$ cat config.mk
export PLATFORM = sky130hd
export DESIGN_NAME = pipo_univ
export DESIGN_NICKNAME = d
export VERILOG_FILES = /design/src/rtl/pipo_univ_pkg.sv /design/src/rtl/pipo_univ_alu.sv /design/src/rtl/pipo_univ.sv
export SDC_FILE = /design/constraint.sdc
export NUM_CORES = 1
export LEC_CHECK = 0
export CELL_PAD_IN_SITES_DETAIL_PLACEMENT = 1
export CELL_PAD_IN_SITES_GLOBAL_PLACEMENT = 1
export CORE_MARGIN = 2
export CORE_UTILIZATION = 33
export CTS_CLUSTER_SIZE = 30
export DETAILED_ROUTE_END_ITERATION = 12
export GPL_TIMING_DRIVEN = 0
export PLACE_DENSITY_LB_ADDON = 0.1
export SYNTH_ARGS = -nofsm -noshare
export SYNTH_HDL_FRONTEND = slang
export SYNTH_SLANG_ARGS = --single-unit
$ cat constraint.sdc
create_clock -name clk_i -period 1.87 [get_ports clk_i]
set_input_delay 0.187 -clock clk_i [delete_from_list [all_inputs] [get_ports clk_i]]
set_output_delay 0.187 -clock clk_i [all_outputs]
set_load 0.03 [all_outputs]
$ cat src/rtl/pipo_univ_pkg.sv
// Shared mode encoding for the universal datapath register and its controller.
package pipo_univ_pkg;

  typedef enum logic [2:0] {
    MODE_HOLD = 3'd0,
    MODE_SHL  = 3'd1,
    MODE_SHR  = 3'd2,
    MODE_ASR  = 3'd3,
    MODE_ROL  = 3'd4,
    MODE_ROR  = 3'd5,
    MODE_INC  = 3'd6,
    MODE_DEC  = 3'd7
  } mode_e;

endpackage

$ cat src/rtl/pipo_univ_alu.sv
// Combinational next-state logic for pipo_univ: shift/rotate/inc/dec results plus update flags.
// Define PIPO_UNIV_SAT_EN to make INC/DEC saturate instead of wrapping.
module pipo_univ_alu
  import pipo_univ_pkg::*;
#(
  parameter int WIDTH = 16
) (
  input  logic [WIDTH-1:0] dout_i,
  input  mode_e            mode_i,
  input  logic             sin_i,
  output logic [WIDTH-1:0] data_nxt_o,
  output logic             sout_nxt_o,
  output logic             cout_nxt_o,
  output logic             data_upd_o,
  output logic             sout_upd_o,
  output logic             cout_upd_o
);

  localparam logic [WIDTH:0] ONE_EXT = {{WIDTH{1'b0}}, 1'b1};

  logic [WIDTH:0] inc_ext_s;
  logic [WIDTH:0] dec_ext_s;

  // Carry/borrow live in bit WIDTH of the extended sum/difference.
  assign inc_ext_s = {1'b0, dout_i} + ONE_EXT;
  assign dec_ext_s = {1'b0, dout_i} - ONE_EXT;

  // Mode decode: select next data and which of data/sout/cout this mode updates.
  always_comb begin
    data_nxt_o = dout_i;
    sout_nxt_o = 1'b0;
    cout_nxt_o = 1'b0;
    data_upd_o = 1'b0;
    sout_upd_o = 1'b0;
    cout_upd_o = 1'b0;
    case (mode_i)
      MODE_HOLD: begin
        data_upd_o = 1'b0;
      end
      MODE_SHL: begin
        data_nxt_o = {dout_i[WIDTH-2:0], sin_i};
        sout_nxt_o = dout_i[WIDTH-1];
        data_upd_o = 1'b1;
        sout_upd_o = 1'b1;
      end
      MODE_SHR: begin
        data_nxt_o = {sin_i, dout_i[WIDTH-1:1]};
        sout_nxt_o = dout_i[0];
        data_upd_o = 1'b1;
        sout_upd_o = 1'b1;
      end
      MODE_ASR: begin
        data_nxt_o = {dout_i[WIDTH-1], dout_i[WIDTH-1:1]};
        sout_nxt_o = dout_i[0];
        data_upd_o = 1'b1;
        sout_upd_o = 1'b1;
      end
      MODE_ROL: begin
        data_nxt_o = {dout_i[WIDTH-2:0], dout_i[WIDTH-1]};
        sout_nxt_o = dout_i[WIDTH-1];
        data_upd_o = 1'b1;
        sout_upd_o = 1'b1;
      end
      MODE_ROR: begin
        data_nxt_o = {dout_i[0], dout_i[WIDTH-1:1]};
        sout_nxt_o = dout_i[0];
        data_upd_o = 1'b1;
        sout_upd_o = 1'b1;
      end
      MODE_INC: begin
        cout_nxt_o = inc_ext_s[WIDTH];
        data_upd_o = 1'b1;
        cout_upd_o = 1'b1;
`ifdef PIPO_UNIV_SAT_EN
        if (inc_ext_s[WIDTH]) begin
          data_nxt_o = dout_i;
        end else begin
          data_nxt_o = inc_ext_s[WIDTH-1:0];
        end
`else
        data_nxt_o = inc_ext_s[WIDTH-1:0];
`endif
      end
      MODE_DEC: begin
        cout_nxt_o = dec_ext_s[WIDTH];
        data_upd_o = 1'b1;
        cout_upd_o = 1'b1;
`ifdef PIPO_UNIV_SAT_EN
        if (dec_ext_s[WIDTH]) begin
          data_nxt_o = dout_i;
        end else begin
          data_nxt_o = dec_ext_s[WIDTH-1:0];
        end
`else
        data_nxt_o = dec_ext_s[WIDTH-1:0];
`endif
      end
      default: begin
        data_upd_o = 1'b0;
      end
    endcase
  end

endmodule

$ cat src/rtl/pipo_univ.sv
// Universal datapath register: clear > load > mode operation > hold, with registered sout/cout.
// Optional saturating INC/DEC via PIPO_UNIV_SAT_EN (handled in pipo_univ_alu).
module pipo_univ
  import pipo_univ_pkg::*;
#(
  parameter int               WIDTH   = 16,
  parameter logic [WIDTH-1:0] RST_VAL = {WIDTH{1'b0}}
) (
  input  logic             clk_i,
  input  logic             clr_i,
  input  logic             ld_i,
  input  logic             en_i,
  input  logic [2:0]       mode_i,
  input  logic [WIDTH-1:0] din_i,
  input  logic             sin_i,
  output logic [WIDTH-1:0] dout_o,
  output logic             sout_o,
  output logic             cout_o,
  output logic             zero_o
);

  logic [WIDTH-1:0] dout_q, dout_d;
  logic             sout_q, sout_d;
  logic             cout_q, cout_d;

  logic [WIDTH-1:0] alu_data_s;
  logic             alu_sout_s, alu_cout_s;
  logic             alu_data_upd_s, alu_sout_upd_s, alu_cout_upd_s;

  pipo_univ_alu #(.WIDTH(WIDTH)) u_alu (
    .dout_i     (dout_q),
    .mode_i     (mode_e'(mode_i)),
    .sin_i      (sin_i),
    .data_nxt_o (alu_data_s),
    .sout_nxt_o (alu_sout_s),
    .cout_nxt_o (alu_cout_s),
    .data_upd_o (alu_data_upd_s),
    .sout_upd_o (alu_sout_upd_s),
    .cout_upd_o (alu_cout_upd_s)
  );

  // Load/operate/hold selection; clear is applied in the register process.
  always_comb begin
    dout_d = dout_q;
    sout_d = sout_q;
    cout_d = cout_q;
    if (ld_i) begin
      dout_d = din_i;
    end else if (en_i) begin
      if (alu_data_upd_s) begin
        dout_d = alu_data_s;
      end else begin
        dout_d = dout_q;
      end
      if (alu_sout_upd_s) begin
        sout_d = alu_sout_s;
      end else begin
        sout_d = sout_q;
      end
      if (alu_cout_upd_s) begin
        cout_d = alu_cout_s;
      end else begin
        cout_d = cout_q;
      end
    end else begin
      dout_d = dout_q;
    end
  end

  // State registers with synchronous clear.
  always_ff @(posedge clk_i) begin
    if (clr_i) begin
      dout_q <= RST_VAL;
      sout_q <= 1'b0;
      cout_q <= 1'b0;
    end else begin
      dout_q <= dout_d;
      sout_q <= sout_d;
      cout_q <= cout_d;
    end
  end

  assign dout_o = dout_q;
  assign sout_o = sout_q;
  assign cout_o = cout_q;
  assign zero_o = (dout_q == {WIDTH{1'b0}});

endmodule

==> impl_results.md <==
- Synthesized cell area: 2020 um2
- Worst setup slack after layout: -0.0751 ns
- Cell Area, Placed: 2560 um2
- CTS Root Cell: clkbuf_8
- Total CTS buffers: 3
- Sw Ratio: 41.6%
- Worst setup EP type: primary output
- Crit-path max cell delay: 0.36 ns
- Clk buf depth: 2
- Final Cell Area: 3130 um2
- Sink Count: 18
- Clock skew: 0.0126 ns
- FP Rows: 28
- Antenna diode count: 0
- Clock power frac: 19.0%
- Setup-failing EPs final: 4
- Crit Path Category: register to primary output
- Max stage delay cell, worst path: dfxtp_4
- Synth area leaders: dfxtp_1 (18%), a21oi_1 (6.2%), clkbuf_1 (3.5%), nand2_1 (3.5%), xor2_1 (3.5%)
- Final hold violation count: 0
- Mux share of post-synthesis cell area: 2.97%
- Min Tclk post-route: 1.95 ns
- Failing checks: setup timing
- Compound-gate portion of the synthesized area: 35.9%
- Met3 Routed Length: 487 um
- Post-synth EDFFs: 0
- Synth Flop Type: dfxtp_1
- Period utilisation layout: 104%
- Max VDD drop: 260 uV
- Initial antenna violation count: 0
- All-layer global routing usage: 27.5%
- Gpl congestion: 0.852
- I/O Buffers: 39
- Worst path cell trace: buf_8, inv_4, ha_4, nor4b_4, buf_4, nand3_4, nor3_4, buf_6
- Leakage power: 1.14 nW
- Req. time, crit path: 1.68 ns
- Multi-input logic area: 1770 um2
- Highest layer used for signal routing: met4
- IO Pins: 43
- Asr flop ratio synth: 0%
- Seq/Total Area, Yosys: 17.8%
- Worst min-delay path endpoint: dout_o[15]$_SDFFE_PP0P_
- FF-to-FF Start: dout_o[8]$_SDFFE_PP0P_
- Chip Width: 82.2 um
- DRT met1 WL: 4010 um
- Slew Viols, Final: 0
- Vias in the first global route: 2523
- Clock-pin slew on the worst setup and hold paths: 0.09 ns
- Post-synth top area cell: dfxtp_1
- Hold Path Class: input pin to register
- Non-filler cells, final: 417
- DR WL met2: 4520 um
- Largest net degree at the start of global routing: 12
- Net count after synthesis: 303
- Clk_lat worst skew: 0.27 ns
- Tot Pwr: 1.58 mW
- Syn Area/Cell: 7.29 um2
- Combinational Power Share: 52.1%
- Detail Route Antenna Nets: 0
- Hold_buf cts: 0
- Global-route wire length before repair: 13900 um
- Hold_sp: din_i[15]
- CP Max Fanout: 5
- Yosys cell types: 63
- GRT overflow: 0
- Sw Pwr: 659 uW
- Wire per inst: 22.2 um
- Crit Reg-Reg Endpoint: dout_o[14]$_SDFFE_PP0P_
- CORE AREA: 5920 um2
- Main combinational cell family by area after synthesis: compound AO/OA/AOI/OAI gates
- Placed insts: 391
- Via/cell ratio: 6.29
- MaxCap Viol Count: 0
- Xor/xnor share of the synthesized area: 6.51%
- Drt pass-1 iters: 4
- Register Area: 384 um2
- Post-DP HPWL: 6010 um
- DR iter-0 viols: 296
- Worst hold stages: 3
- Worst path bufs/invs: 4
- DR vias: 2622
- Register bit total from synthesis: 18
- Starting Density: 34.1%
- Mapped Cells: 277
- Overall routed net length: 9240 um
- Die height: 82.2 um
- RSZ-0062 raised after global routing: yes
- Relative slew slack: 55.7%
- Type of origin of the critical path: register
- FF-to-FF setup slack: -0.05 ns
- Layout area overhead: 54.8%
- Reg power frac: 28.9%
- Adder-Cell Fraction of Synth Area: 1.24%
- Worst path top cell family by delay: buffers and inverters
- Layout cells sized above 1: 32.2%
- Arr. time, crit path: 1.76 ns
- CTS tree: yes
- Pwr/cell area: 507 nW/um2
- Synth Area in Simple Gates: 27.1%
- Status: finished with violations
- Clock H-tree levels: 1
- Die area: 6760 um2
- Filler Cells Inserted: 709
- Slew @ Worst Pin: 0.664 ns
- Internal Power: 925 uW
- Nets: 370
- Share of the synthesized area in the top cell type: 17.8%
- Path depth of the worst reg2reg path: 6
- Pre-CTS WS: -0.722 ns
- Synthesis Warnings: 0
- Number of remaining DRC errors: 0
- Max Fclk: 0.514 GHz
==> cell usage after synthesis (2+ instances only) <==
cell	instances
dfxtp_1	18
and3_1	5
nor2_1	15
ha_1	2
a21boi_0	2
o221a_2	2
o21a_1	2
nand3_1	9
xnor2_1	7
a22oi_1	6
a211oi_1	7
a221o_2	2
o31ai_1	8
a221o_1	2
nor2b_1	4
o211ai_1	3
a311oi_1	2
and2_1	2
clkbuf_2	2
or2_2	2
or4_1	2
nand2_1	19
o211a_1	2
xor2_1	8
a31oi_1	4
nand4_1	8
nor3_1	8
o21ai_0	13
a21oi_1	25
nand2b_1	3
nor4_1	5
mux2i_1	6
o21bai_1	2
o221ai_1	4
inv_1	9
a221oi_1	7
buf_2	6
clkbuf_1	19
==> stage by stage <==
step / setup TNS [ns] / hold WS (ns) / utilization, %
after floorplan: -0.259 / 0.265 / -
after global placement: -11.02 / 0.496 / 43.3
after detailed placement: -11.31 / 0.506 / 43.3
after CTS: -0.162 / 0.513 / 48.9
after global routing: -0.651 / 0.523 / 52.8
final: -0.185 / 0.505 / 52.8
==> sequential cells by signal, indices dropped and copies added, names as in the netlist <==
name	cells
dout_o	16
cout_o	1
sout_o	1
==> final cells by class <==
cell class | count | share of cell area [%]
multi-input combinational | 219 | 56.5
timing repair buffer | 67 | 19.9
sequential | 18 | 12.3
buffer | 25 | 5.52
tap | 75 | 3.00
inverter | 10 | 1.48
clock buffer | 3 | 1.32
==> worst max path at each step <==
stage / start / endpoint / slack [ns] / cells past startpoint
global placement: mode_i[1] / dout_o[14]$_SDFFE_PP0P_ / -0.72 / 7
floorplan: dout_o[8]$_SDFFE_PP0P_ / dout_o[15]$_SDFFE_PP0P_ / -0.12 / 6
global route: dout_o[0]$_SDFFE_PP0P_ / zero_o / -0.18 / 8
detailed placement: mode_i[1] / dout_o[5]$_SDFFE_PP0P_ / -0.72 / 7
finish: dout_o[0]$_SDFFE_PP0P_ / zero_o / -0.08 / 8
CTS: dout_o[5]$_SDFFE_PP0P_ / dout_o[15]$_SDFFE_PP0P_ / -0.07 / 6
==> layer usage <==
| layer | vias to the layer above | track usage (%) |
|---|---|---|
| li1 | 1199 | - |
| met1 | 1307 | 39.1 |
| met2 | 97 | 43.7 |
| met3 | 19 | 2.72 |
| met4 | 0 | 8.00 |
| met5 | - | 0 |
==> placed cells by master, fill, tap and decap left out, types with 4 or more instances in the layout <==
cell type	n
mux2i_1	5
buf_6	7
buf_4	24
xnor2_1	7
clkbuf_2	8
a22oi_1	6
nor4_4	4
a31oi_1	4
dfxtp_2	4
xor2_1	8
clkbuf_1	7
and3_1	5
dfxtp_1	9
nand4_1	8
o21ai_0	12
nand2_1	16
a221oi_1	6
buf_8	4
a21oi_1	24
nand3_1	8
nor2_1	13
o31ai_2	4
a211oi_1	5
inv_1	7
o221ai_1	4
clkdlybuf4s50_1	38
dfxtp_4	5
==> repair_timing <==
| item | in CTS | in global routing |
|---|---|---|
| pin swaps | 12 | 17 |
| resized for setup | 55 | 50 |
| endpoints found under the setup margin | 19 | 19 |
| setup buffers | 20 | 9 |
==> power groups by stage <==
stage	Combinational, mW	Sequential (mW)	Clock, mW
after floorplan	0.368	0.498	0
after global placement	0.642	0.445	0
after detailed placement	0.647	0.447	0
after CTS	0.743	0.458	0.312
after global routing	0.879	0.463	0.322
final	0.825	0.459	0.301
==> worst min-delay path, stage by stage <==
cell and delay (ns):
clkdlybuf4s50_1 0.40, nand2_1 0.08, a221oi_2 0.06
==> kinds of logic after synthesis <==
kind of cell               after synthesis
DFF                                     18
xor gates and xnor gates                15
adders and majority gates                2
muxes                                    6
AOI/OAI and AO/OA                      102
and+or+nand+nor                         94
buffers and inverters                   40
(Power assumes the default switching activity.)
